==> src/rtl/control_32_pkg.sv <==
// Shared opcode/funct constants, control-field encodings and the control payload struct
// for the MIPS main control decoder.
package control_32_pkg;

  localparam int unsigned OP_W  = 6;
  localparam int unsigned FN_W  = 6;
  localparam int unsigned SEL_W = 2;

  localparam logic [OP_W-1:0] OP_RTYPE = 6'b000000;
  localparam logic [OP_W-1:0] OP_J     = 6'b000010;
  localparam logic [OP_W-1:0] OP_JAL   = 6'b000011;
  localparam logic [OP_W-1:0] OP_BEQ   = 6'b000100;
  localparam logic [OP_W-1:0] OP_BNE   = 6'b000101;
  localparam logic [OP_W-1:0] OP_ADDI  = 6'b001000;
  localparam logic [OP_W-1:0] OP_LW    = 6'b100011;
  localparam logic [OP_W-1:0] OP_SW    = 6'b101011;

  localparam logic [FN_W-1:0] FN_JR = 6'b001000;

  localparam logic [SEL_W-1:0] ALU_ADD   = 2'b00;
  localparam logic [SEL_W-1:0] ALU_SUB   = 2'b01;
  localparam logic [SEL_W-1:0] ALU_FUNCT = 2'b10;

  localparam logic [SEL_W-1:0] WB_ALU = 2'b00;
  localparam logic [SEL_W-1:0] WB_MEM = 2'b01;
  localparam logic [SEL_W-1:0] WB_PC4 = 2'b10;

  localparam logic [SEL_W-1:0] BR_NONE = 2'b00;
  localparam logic [SEL_W-1:0] BR_EQ   = 2'b01;
  localparam logic [SEL_W-1:0] BR_NE   = 2'b10;

  localparam logic [SEL_W-1:0] DST_RT = 2'b00;
  localparam logic [SEL_W-1:0] DST_RD = 2'b01;
  localparam logic [SEL_W-1:0] DST_RA = 2'b10;

  localparam logic [SEL_W-1:0] JMP_NONE = 2'b00;
  localparam logic [SEL_W-1:0] JMP_TGT  = 2'b01;
  localparam logic [SEL_W-1:0] JMP_REG  = 2'b10;

  typedef struct packed {
    logic [SEL_W-1:0] alu_op;
    logic [SEL_W-1:0] mem_toreg;
    logic             mem_write;
    logic             mem_read;
    logic [SEL_W-1:0] branch;
    logic             alu_src;
    logic [SEL_W-1:0] reg_dst;
    logic             reg_write;
    logic [SEL_W-1:0] jump;
  } ctrl_t;

endpackage

==> src/rtl/mips_control_32_if.sv <==
// Instruction-field inputs and registered control outputs of the MIPS main control decoder.
interface mips_control_32_if;
  import control_32_pkg::*;

  logic [OP_W-1:0]  opcode;
  logic [FN_W-1:0]  funct;
  logic [SEL_W-1:0] alu_op;
  logic [SEL_W-1:0] mem_toreg;
  logic             mem_write;
  logic             mem_read;
  logic [SEL_W-1:0] branch;
  logic             alu_src;
  logic [SEL_W-1:0] reg_dst;
  logic             reg_write;
  logic [SEL_W-1:0] jump;
  logic             err_illegal_opcode;

  modport master (
    output opcode, funct,
    input  alu_op, mem_toreg, mem_write, mem_read, branch, alu_src,
           reg_dst, reg_write, jump, err_illegal_opcode
  );

  modport slave (
    input  opcode, funct,
    output alu_op, mem_toreg, mem_write, mem_read, branch, alu_src,
           reg_dst, reg_write, jump, err_illegal_opcode
  );
endinterface

==> src/rtl/control_32_decode.sv <==
// Combinational opcode/funct decode table producing the next control word and illegal flag.
module control_32_decode
  import control_32_pkg::*;
(
  input  logic [OP_W-1:0] opcode,
  input  logic [FN_W-1:0] funct,
  output ctrl_t           ctrl_c,
  output logic            illegal_c
);

  always_comb begin
    ctrl_c    = '0;
    illegal_c = 1'b0;
    case (opcode)
      OP_RTYPE: begin
        if (funct == FN_JR) begin
          ctrl_c.jump = JMP_REG;
        end else begin
          ctrl_c.alu_op    = ALU_FUNCT;
          ctrl_c.reg_dst   = DST_RD;
          ctrl_c.reg_write = 1'b1;
        end
      end
      OP_LW: begin
        ctrl_c.alu_op    = ALU_ADD;
        ctrl_c.alu_src   = 1'b1;
        ctrl_c.mem_read  = 1'b1;
        ctrl_c.mem_toreg = WB_MEM;
        ctrl_c.reg_dst   = DST_RT;
        ctrl_c.reg_write = 1'b1;
      end
      OP_SW: begin
        ctrl_c.alu_op    = ALU_ADD;
        ctrl_c.alu_src   = 1'b1;
        ctrl_c.mem_write = 1'b1;
      end
      OP_BEQ: begin
        ctrl_c.alu_op = ALU_SUB;
        ctrl_c.branch = BR_EQ;
      end
      OP_BNE: begin
        ctrl_c.alu_op = ALU_SUB;
        ctrl_c.branch = BR_NE;
      end
      OP_ADDI: begin
        ctrl_c.alu_op    = ALU_ADD;
        ctrl_c.alu_src   = 1'b1;
        ctrl_c.reg_dst   = DST_RT;
        ctrl_c.reg_write = 1'b1;
      end
      OP_J: begin
        ctrl_c.jump = JMP_TGT;
      end
      OP_JAL: begin
        ctrl_c.jump      = JMP_TGT;
        ctrl_c.reg_dst   = DST_RA;
        ctrl_c.mem_toreg = WB_PC4;
        ctrl_c.reg_write = 1'b1;
      end
      // Unsupported opcodes leave every control at zero so nothing is written.
      default: illegal_c = 1'b1;
    endcase
  end

endmodule

==> src/rtl/mips_control_32.sv <==
// MIPS main control: registers the decode table output with 1-cycle latency.
// CONTROL_32_STICKY_ERR_EN: err_illegal_opcode holds at 1 until reset once raised.
module mips_control_32
  import control_32_pkg::*;
(
  input  logic              clk,
  input  logic              rst_n,
  mips_control_32_if.slave  bus
);

  ctrl_t ctrl_c;
  ctrl_t ctrl_q;
  logic  illegal_c;
  logic  err_d;
  logic  err_q;

  control_32_decode u_decode (
    .opcode    (bus.opcode),
    .funct     (bus.funct),
    .ctrl_c    (ctrl_c),
    .illegal_c (illegal_c)
  );

`ifdef CONTROL_32_STICKY_ERR_EN
  assign err_d = illegal_c | err_q;
`else
  assign err_d = illegal_c;
`endif

  always_ff @(posedge clk or negedge rst_n) begin
    if (!rst_n) begin
      ctrl_q <= '0;
      err_q  <= 1'b0;
    end else begin
      ctrl_q <= ctrl_c;
      err_q  <= err_d;
    end
  end

  assign bus.alu_op             = ctrl_q.alu_op;
  assign bus.mem_toreg          = ctrl_q.mem_toreg;
  assign bus.mem_write          = ctrl_q.mem_write;
  assign bus.mem_read           = ctrl_q.mem_read;
  assign bus.branch             = ctrl_q.branch;
  assign bus.alu_src            = ctrl_q.alu_src;
  assign bus.reg_dst            = ctrl_q.reg_dst;
  assign bus.reg_write          = ctrl_q.reg_write;
  assign bus.jump               = ctrl_q.jump;
  assign bus.err_illegal_opcode = err_q;

endmodule

==> src/flat_wrapper.sv <==
// flat-port wrapper written by rule: the top's interface ports become plain ports
module mips_control_32_flat import control_32_pkg::*;
  (clk, rst_n, bus_opcode, bus_funct, bus_alu_op, bus_mem_toreg, bus_mem_write, bus_mem_read, bus_branch, bus_alu_src, bus_reg_dst, bus_reg_write, bus_jump, bus_err_illegal_opcode);
  mips_control_32_if bus_i ();
  input  logic clk;
  input  logic rst_n;
  input wire logic [$bits(bus_i.opcode)-1:0] bus_opcode;
  input wire logic [$bits(bus_i.funct)-1:0] bus_funct;
  output wire logic [$bits(bus_i.alu_op)-1:0] bus_alu_op;
  output wire logic [$bits(bus_i.mem_toreg)-1:0] bus_mem_toreg;
  output wire logic [$bits(bus_i.mem_write)-1:0] bus_mem_write;
  output wire logic [$bits(bus_i.mem_read)-1:0] bus_mem_read;
  output wire logic [$bits(bus_i.branch)-1:0] bus_branch;
  output wire logic [$bits(bus_i.alu_src)-1:0] bus_alu_src;
  output wire logic [$bits(bus_i.reg_dst)-1:0] bus_reg_dst;
  output wire logic [$bits(bus_i.reg_write)-1:0] bus_reg_write;
  output wire logic [$bits(bus_i.jump)-1:0] bus_jump;
  output wire logic [$bits(bus_i.err_illegal_opcode)-1:0] bus_err_illegal_opcode;
  assign bus_i.opcode = bus_opcode;
  assign bus_i.funct = bus_funct;
  assign bus_alu_op = bus_i.alu_op;
  assign bus_mem_toreg = bus_i.mem_toreg;
  assign bus_mem_write = bus_i.mem_write;
  assign bus_mem_read = bus_i.mem_read;
  assign bus_branch = bus_i.branch;
  assign bus_alu_src = bus_i.alu_src;
  assign bus_reg_dst = bus_i.reg_dst;
  assign bus_reg_write = bus_i.reg_write;
  assign bus_jump = bus_i.jump;
  assign bus_err_illegal_opcode = bus_i.err_illegal_opcode;
  mips_control_32 u_core (.clk(clk), .rst_n(rst_n), .bus(bus_i));
endmodule
==> config.mk <==
export PLATFORM = sky130hd
export DESIGN_NAME = mips_control_32_flat
export DESIGN_NICKNAME = d
export VERILOG_FILES = /design/src/rtl/control_32_pkg.sv /design/src/rtl/mips_control_32_if.sv /design/src/rtl/control_32_decode.sv /design/src/rtl/mips_control_32.sv /design/src/flat_wrapper.sv
export SDC_FILE = /design/constraint.sdc
export NUM_CORES = 1
export LEC_CHECK = 0
export BUFFER_PORTS_ARGS = -buffer_cell sky130_fd_sc_hd__buf_4
export CAP_MARGIN = 20
export CORE_UTILIZATION = 40
export CTS_CLUSTER_DIAMETER = 50
export DETAILED_ROUTE_END_ITERATION = 10
export PLACE_DENSITY = 0.71
export REMOVE_ABC_BUFFERS = 1
export SYNTH_ARGS = -nofsm -noshare
export SYNTH_HDL_FRONTEND = slang
export SYNTH_SLANG_ARGS = --single-unit
export TNS_END_PERCENT = 100
==> constraint.sdc <==
create_clock -name clk -period 1.86 [get_ports clk]
set_clock_uncertainty 0.1 [all_clocks]
set_input_delay 0.186 -clock clk [delete_from_list [all_inputs] [get_ports clk]]
set_output_delay 0.186 -clock clk [all_outputs]
set_load 0.02 [all_outputs]
==> flow_summary.json, run 1 <==
{
  "rsz0062_at_grt": "no",
  "relSlewSlack": 0.740,
  "areaGrowthSynthToFinish_pct": 42.7,
  "numCtsBuffers": 3,
  "grt_pass1_wl_um": 1720,
  "synth_area_um2": 583,
  "clockBufferDepth": 2,
  "die_width_um": 40.2,
  "drc": 0,
  "drt_wl_total_um": 1140,
  "die-area_um2": 1610,
  "antenna_found_initial": 0,
  "h-tree-depth": 1,
  "drt_first_pass_iters": 4,
  "die_h_um": 40.2,
  "cp_max_fo": 2,
  "place_inst": 88,
  "synthCells": 50,
  "status": "finished, final reports clean",
  "coreArea_um2": 1330,
  "fillers": 126,
  "hold_buffers": 1,
  "arrival_ns": 1.24,
  "grt_pass1_vias": 414,
  "yosysWarnings": 0,
  "fin_crit_ns": 1.20,
  "cts_resized": 0,
  "holdCritPathClass": "in2reg",
  "power_density_nw_per_um2": 713,
  "synth_largest_area_cell": "dfrtp_1",
  "drv_slew": 0,
  "path_clk_slew_ns": 0.08,
  "drive_gt1_frac": 0.474,
  "final_nets": 93,
  "ys_seq_area_frac": 0.601,
  "hold_ws_ns": 0.0210,
  "via_per_inst": 5.22,
  "ys_top_cells_by_area": "dfrtp_1 60%, and3_1 3.2%, nor3_1 2.6%, a211oi_1 2.6%, buf_4 2.6%",
  "ir_drop_mv": 0.329,
  "maxCapViolCount": 0,
  "worst_setup_path_end_kind": "register",
  "rows": 13,
  "portBuffers": 28,
  "swShare": 0.219,
  "setup_viol": 0,
  "seqCellArea_um2": 350,
  "p_int_uw": 463,
  "worst-setup-path-type": "in2reg",
  "synth.distinct_cells": 22,
  "fmax_mhz": 836,
  "io_pins": 29,
  "max_slew.worst_pin.slew_ns": 0.386,
  "diodes": 0,
  "cts_root_buffer": "clkbuf_4",
  "power_leakage_nw": 0.426,
  "numClockSinks": 14,
  "routabilityCongestion": 0.808,
  "power_switching_uw": 130,
  "combPwrFrac": 0.125,
  "cts_tree": "done",
  "multi_input_area_um2": 206,
  "hold_viol_final": 0,
  "layout_commonest_cell": "buf_4",
  "cp.required_ns": 1.90,
  "synth_seq_cells": 14,
  "cts_setup_buffers": 0,
  "layout.cells.non_filler": 93,
  "yosys.area.top_type_share": 0.601,
  "routedWlPerCell_um": 12.2,
  "power_frac_clock": 0.353,
  "grt-ovfl-total": 0,
  "start_util": 0.437,
  "timing.final.crit_share": 0.643,
  "seqPwrFrac": 0.522,
  "grt_start_max_net_pins": 15,
  "power_uw": 593,
  "critPathLaunchType": "primary input",
  "layout_common_cells": "28 x buf_4, 14 x dfrtp_1, 4 x nor2_1",
  "fin_tns_setup_ns": 0,
  "grt_use_total": 0.166,
  "drtIter0Drc": 2,
  "syn_area_per_cell_um2": 11.7,
  "dpl.hpwl_um": 857,
  "vias": 485,
  "postRouteAntennaNets": 0
}
## kinds of logic (layout without fill, tap and decap cells)
logic type / after synthesis / after routing / share of synthesized area
compound gates: 6 / 6 / 0.0858
flops: 14 / 14 / 0.601
buf+inv: 5 / 33 / 0.0451
simple gates: 25 / 25 / 0.268
## cell type report
cell class | count | share of cell area
flip-flops and latches | 14 | 0.421
repair buffers | 29 | 0.265
multi-input cells | 31 | 0.248
clock buffers | 4 | 0.0436
well taps | 15 | 0.0226
## synthesized netlist by cell type, drive strengths merged
| master | number |
|---|---|
| and2 | 2 |
| or4b | 1 |
| and3 | 3 |
| nand2 | 3 |
| o21ba | 1 |
| buf | 2 |
| nand2b | 1 |
| nor2 | 4 |
| nand3 | 1 |
| a211oi | 2 |
| nor4 | 2 |
| or2 | 1 |
| a311oi | 1 |
| dfrtp | 14 |
| nor4b | 1 |
| nor3 | 4 |
| clkbuf | 3 |
| nand3b | 2 |
| o41ai | 1 |
| o21bai | 1 |
## through the flow
step | setup WS (ns) | util | area (um^2)
6_report | 0.663 | 0.624 | 832
3_3_place_gp | 0.438 | 0.589 | 786
5_1_grt | 0.580 | 0.624 | 832
4_1_cts | 0.652 | 0.624 | 832
2_1_floorplan | 0.575 | - | 557
3_5_place_dp | 0.362 | 0.589 | 786
## path summary, 6_finish.rpt
check	slack, ns	cells past startpoint	end	start
min	0.02	2	u_core.bus.mem_read$_DFF_PN0_	bus_opcode[3]
min in group asynchronous	0.18	2	u_core.bus.alu_src$_DFF_PN0_	rst_n
max in group asynchronous	1.32	2	u_core.bus.alu_op[1]$_DFF_PN0_	rst_n
max	0.66	4	u_core.bus.reg_write$_DFF_PN0_	bus_funct[1]
## worst max-delay path, cell delays in order
cell and delay [ns]:
buf_4 0.11, or4b_4 0.53, o41ai_1 0.27, a211oi_1 0.14
## sequential cells by signal, summed over array words and instances, names as in the netlist
signal                         cells
u_core.bus.mem_toreg               1
u_core.bus.branch                  2
u_core.bus.reg_dst                 2
u_core.bus.reg_write               1
u_core.bus.jump                    2
u_core.bus.alu_op                  2
u_core.bus.mem_write               1
u_core.bus.mem_read                1
u_core.bus.err_illegal_opcode      1
u_core.bus.alu_src                 1
## power by group through the flow
stage / Clock, mW / Sequential, mW / Combinational [mW]
floorplan: 0 / 0.323 / 0.0168
global placement: 0 / 0.316 / 0.0721
detailed placement: 0 / 0.316 / 0.0735
CTS: 0.219 / 0.310 / 0.0752
global route: 0.234 / 0.311 / 0.0814
finish: 0.209 / 0.310 / 0.0743
## per-layer routing
layer,GRT usage,vias to the layer above,share of wire
met2,0.274,24,0.50
met1,0.187,226,0.39
met5,0,-,0
met3,0.0333,4,0.077
met4,0.125,0,0.025
li1,-,231,-
Power figures use the tool's default switching activity.
==> inputs of run 2 (changes only) <==
- CORE_UTILIZATION: 40 -> 38
- clock period: 1.86 -> 1 ns (I/O delays scaled with it)
==> flow_summary.json, run 2 (synthesis gave the netlist of run 1 again) <==
{
  "crit_path_max_incr_delay_ns": 0.55,
  "max_slew.worst_pin.slew_ns": 0.246,
  "grt_start_max_net_pins": 15,
  "die-area_um2": 1690,
  "seqPwrFrac": 0.505,
  "maxCapViolCount": 0,
  "status": "finished, violations left",
  "holdCritPathClass": "in2reg",
  "cts_setup_buffers": 0,
  "failed_checks": "negative setup slack",
  "drt_first_pass_iters": 4,
  "p_int_uw": 889,
  "drv_slew": 0,
  "die_width_um": 41.2,
  "ir_drop_mv": 0.979,
  "cp_num_buf_inv": 1,
  "numClockSinks": 14,
  "antenna_found_initial": 0,
  "cp_slowest_cell": "or4b_4",
  "fmax_mhz": 974,
  "areaGrowthSynthToFinish_pct": 66.3,
  "power_density_nw_per_um2": 1180,
  "drt_wl_total_um": 1290,
  "via_per_inst": 5.09,
  "portBuffers": 28,
  "grt_use_total": 0.191,
  "fin_crit_ns": 1.03,
  "swShare": 0.223,
  "worst-setup-path-type": "in2reg",
  "drtIter0Drc": 7,
  "die_h_um": 41.2,
  "start_util": 0.427,
  "h-tree-depth": 1,
  "final_nets": 101,
  "rows": 13,
  "place_area_um2": 846,
  "combPwrFrac": 0.154,
  "rsz0062_at_grt": "yes",
  "numCtsBuffers": 3,
  "final_cell_area_um2": 970,
  "drc": 0,
  "diodes": 0,
  "power_leakage_nw": 0.483,
  "coreArea_um2": 1370,
  "hold_viol_final": 0,
  "cts_root_buffer": "clkbuf_4",
  "drive_gt1_frac": 0.535,
  "layout_commonest_cell": "buf_4",
  "power_switching_uw": 256,
  "cp_max_fo": 2,
  "cts_tree": "done",
  "timing.final.crit_share": 1.03,
  "power_frac_clock": 0.341,
  "path_cells": "buf_6 > or4b_4 > o41ai_2 > a211oi_1",
  "io_pins": 29,
  "path_delay_family": "simple AND/OR/NAND/NOR gates",
  "critPathLaunchType": "primary input",
  "layout_common_cells": "19 x buf_4, 17 x buf_6, 14 x dfrtp_1",
  "routedWlPerCell_um": 12.8,
  "grt_pass1_vias": 494,
  "grt_pass1_wl_um": 2020,
  "vias": 514,
  "setup_viol": 4,
  "grt-ovfl-total": 0,
  "arrival_ns": 1.08,
  "path_clk_slew_ns": 0.08,
  "postRouteAntennaNets": 0,
  "cp.required_ns": 1.05,
  "worst_setup_path_end_kind": "register",
  "routabilityCongestion": 0.792,
  "clockBufferDepth": 2,
  "worst_slack_ns": -0.0263,
  "dpl.hpwl_um": 939,
  "relSlewSlack": 0.833,
  "place_ws_ns": -0.415
}
run 2: changes by cell type in the layout (fill, tap and decap cells not counted), sizes merged:
cell	delta
buf	+8
run 2: final timing paths:
path	startpoint	endpoint	slack, ns	cells after the start
setup / recovery	bus_funct[1]	u_core.bus.reg_write$_DFF_PN0_	-0.03	4
max in group asynchronous	rst_n	u_core.bus.alu_src$_DFF_PN0_	0.54	2
hold / removal	bus_funct[5]	u_core.bus.alu_op[1]$_DFF_PN0_	0.007	3
min in group asynchronous	rst_n	u_core.bus.reg_dst[1]$_DFF_PN0_	0.10	2
run 2: tightest hold or removal path: cells and delay by family:
family	cells	cell delay, ns
buffers and inverters	1	0.11
AND/OR/NAND/NOR	2	0.14
run 2: through the flow:
| stage | cells | utilization | total power, mW | hold slack, ns | TNS (ns) |
|---|---|---|---|---|---|
| final | 101 | 0.710 | 1.15 | 0.00712 | -0.0563 |
| after global routing | 101 | 0.710 | 1.20 | 0.0202 | -0.340 |
| after CTS | 101 | 0.679 | 1.15 | -0.000643 | -0.0769 |
| after detailed placement | 96 | 0.619 | 0.747 | -0.143 | -1.44 |
| after global placement | 96 | 0.619 | 0.743 | -0.148 | -1.26 |
| after floorplan | 45 | - | 0.631 | -0.296 | -0.411 |
run 2: what timing repair did:
| action | in CTS | in global routing |
|---|---|---|
| gates resized for setup | 8 | 11 |
| endpoints found under the hold margin | 15 | 0 |
| cloned | 0 | 0 |
| pin swaps | 1 | 0 |
| hold buffers | 1 | 0 |
| endpoints found under the setup margin | 6 | 17 |
run 2: routing by layer:
| metal | track usage | vias up | routed length, um |
|---|---|---|---|
| li1 | - | 249 | - |
| met1 | 0.191 | 238 | 468 |
| met2 | 0.367 | 25 | 735 |
| met3 | 0.0326 | 2 | 65 |
| met4 | 0.0968 | 0 | 19 |
| met5 | 0 | - | 0 |
run 2: layout make-up:
class / count / area (um^2)
Clock buffer: 4 / 36.3
Sequential cell: 14 / 350
Tap cell: 15 / 18.8
Timing Repair Buffer: 37 / 344
Fill cell: 111 / 397
Multi-Input combinational cell: 31 / 220
run 2: power by group through the flow:
stage               logic [mW]  clock network, mW  registers, mW
finish                   0.177              0.391          0.578
global placement         0.156                  0          0.588
global route             0.190              0.429          0.579
CTS                      0.172              0.405          0.576
detailed placement       0.160                  0          0.588
floorplan               0.0312                  0          0.600
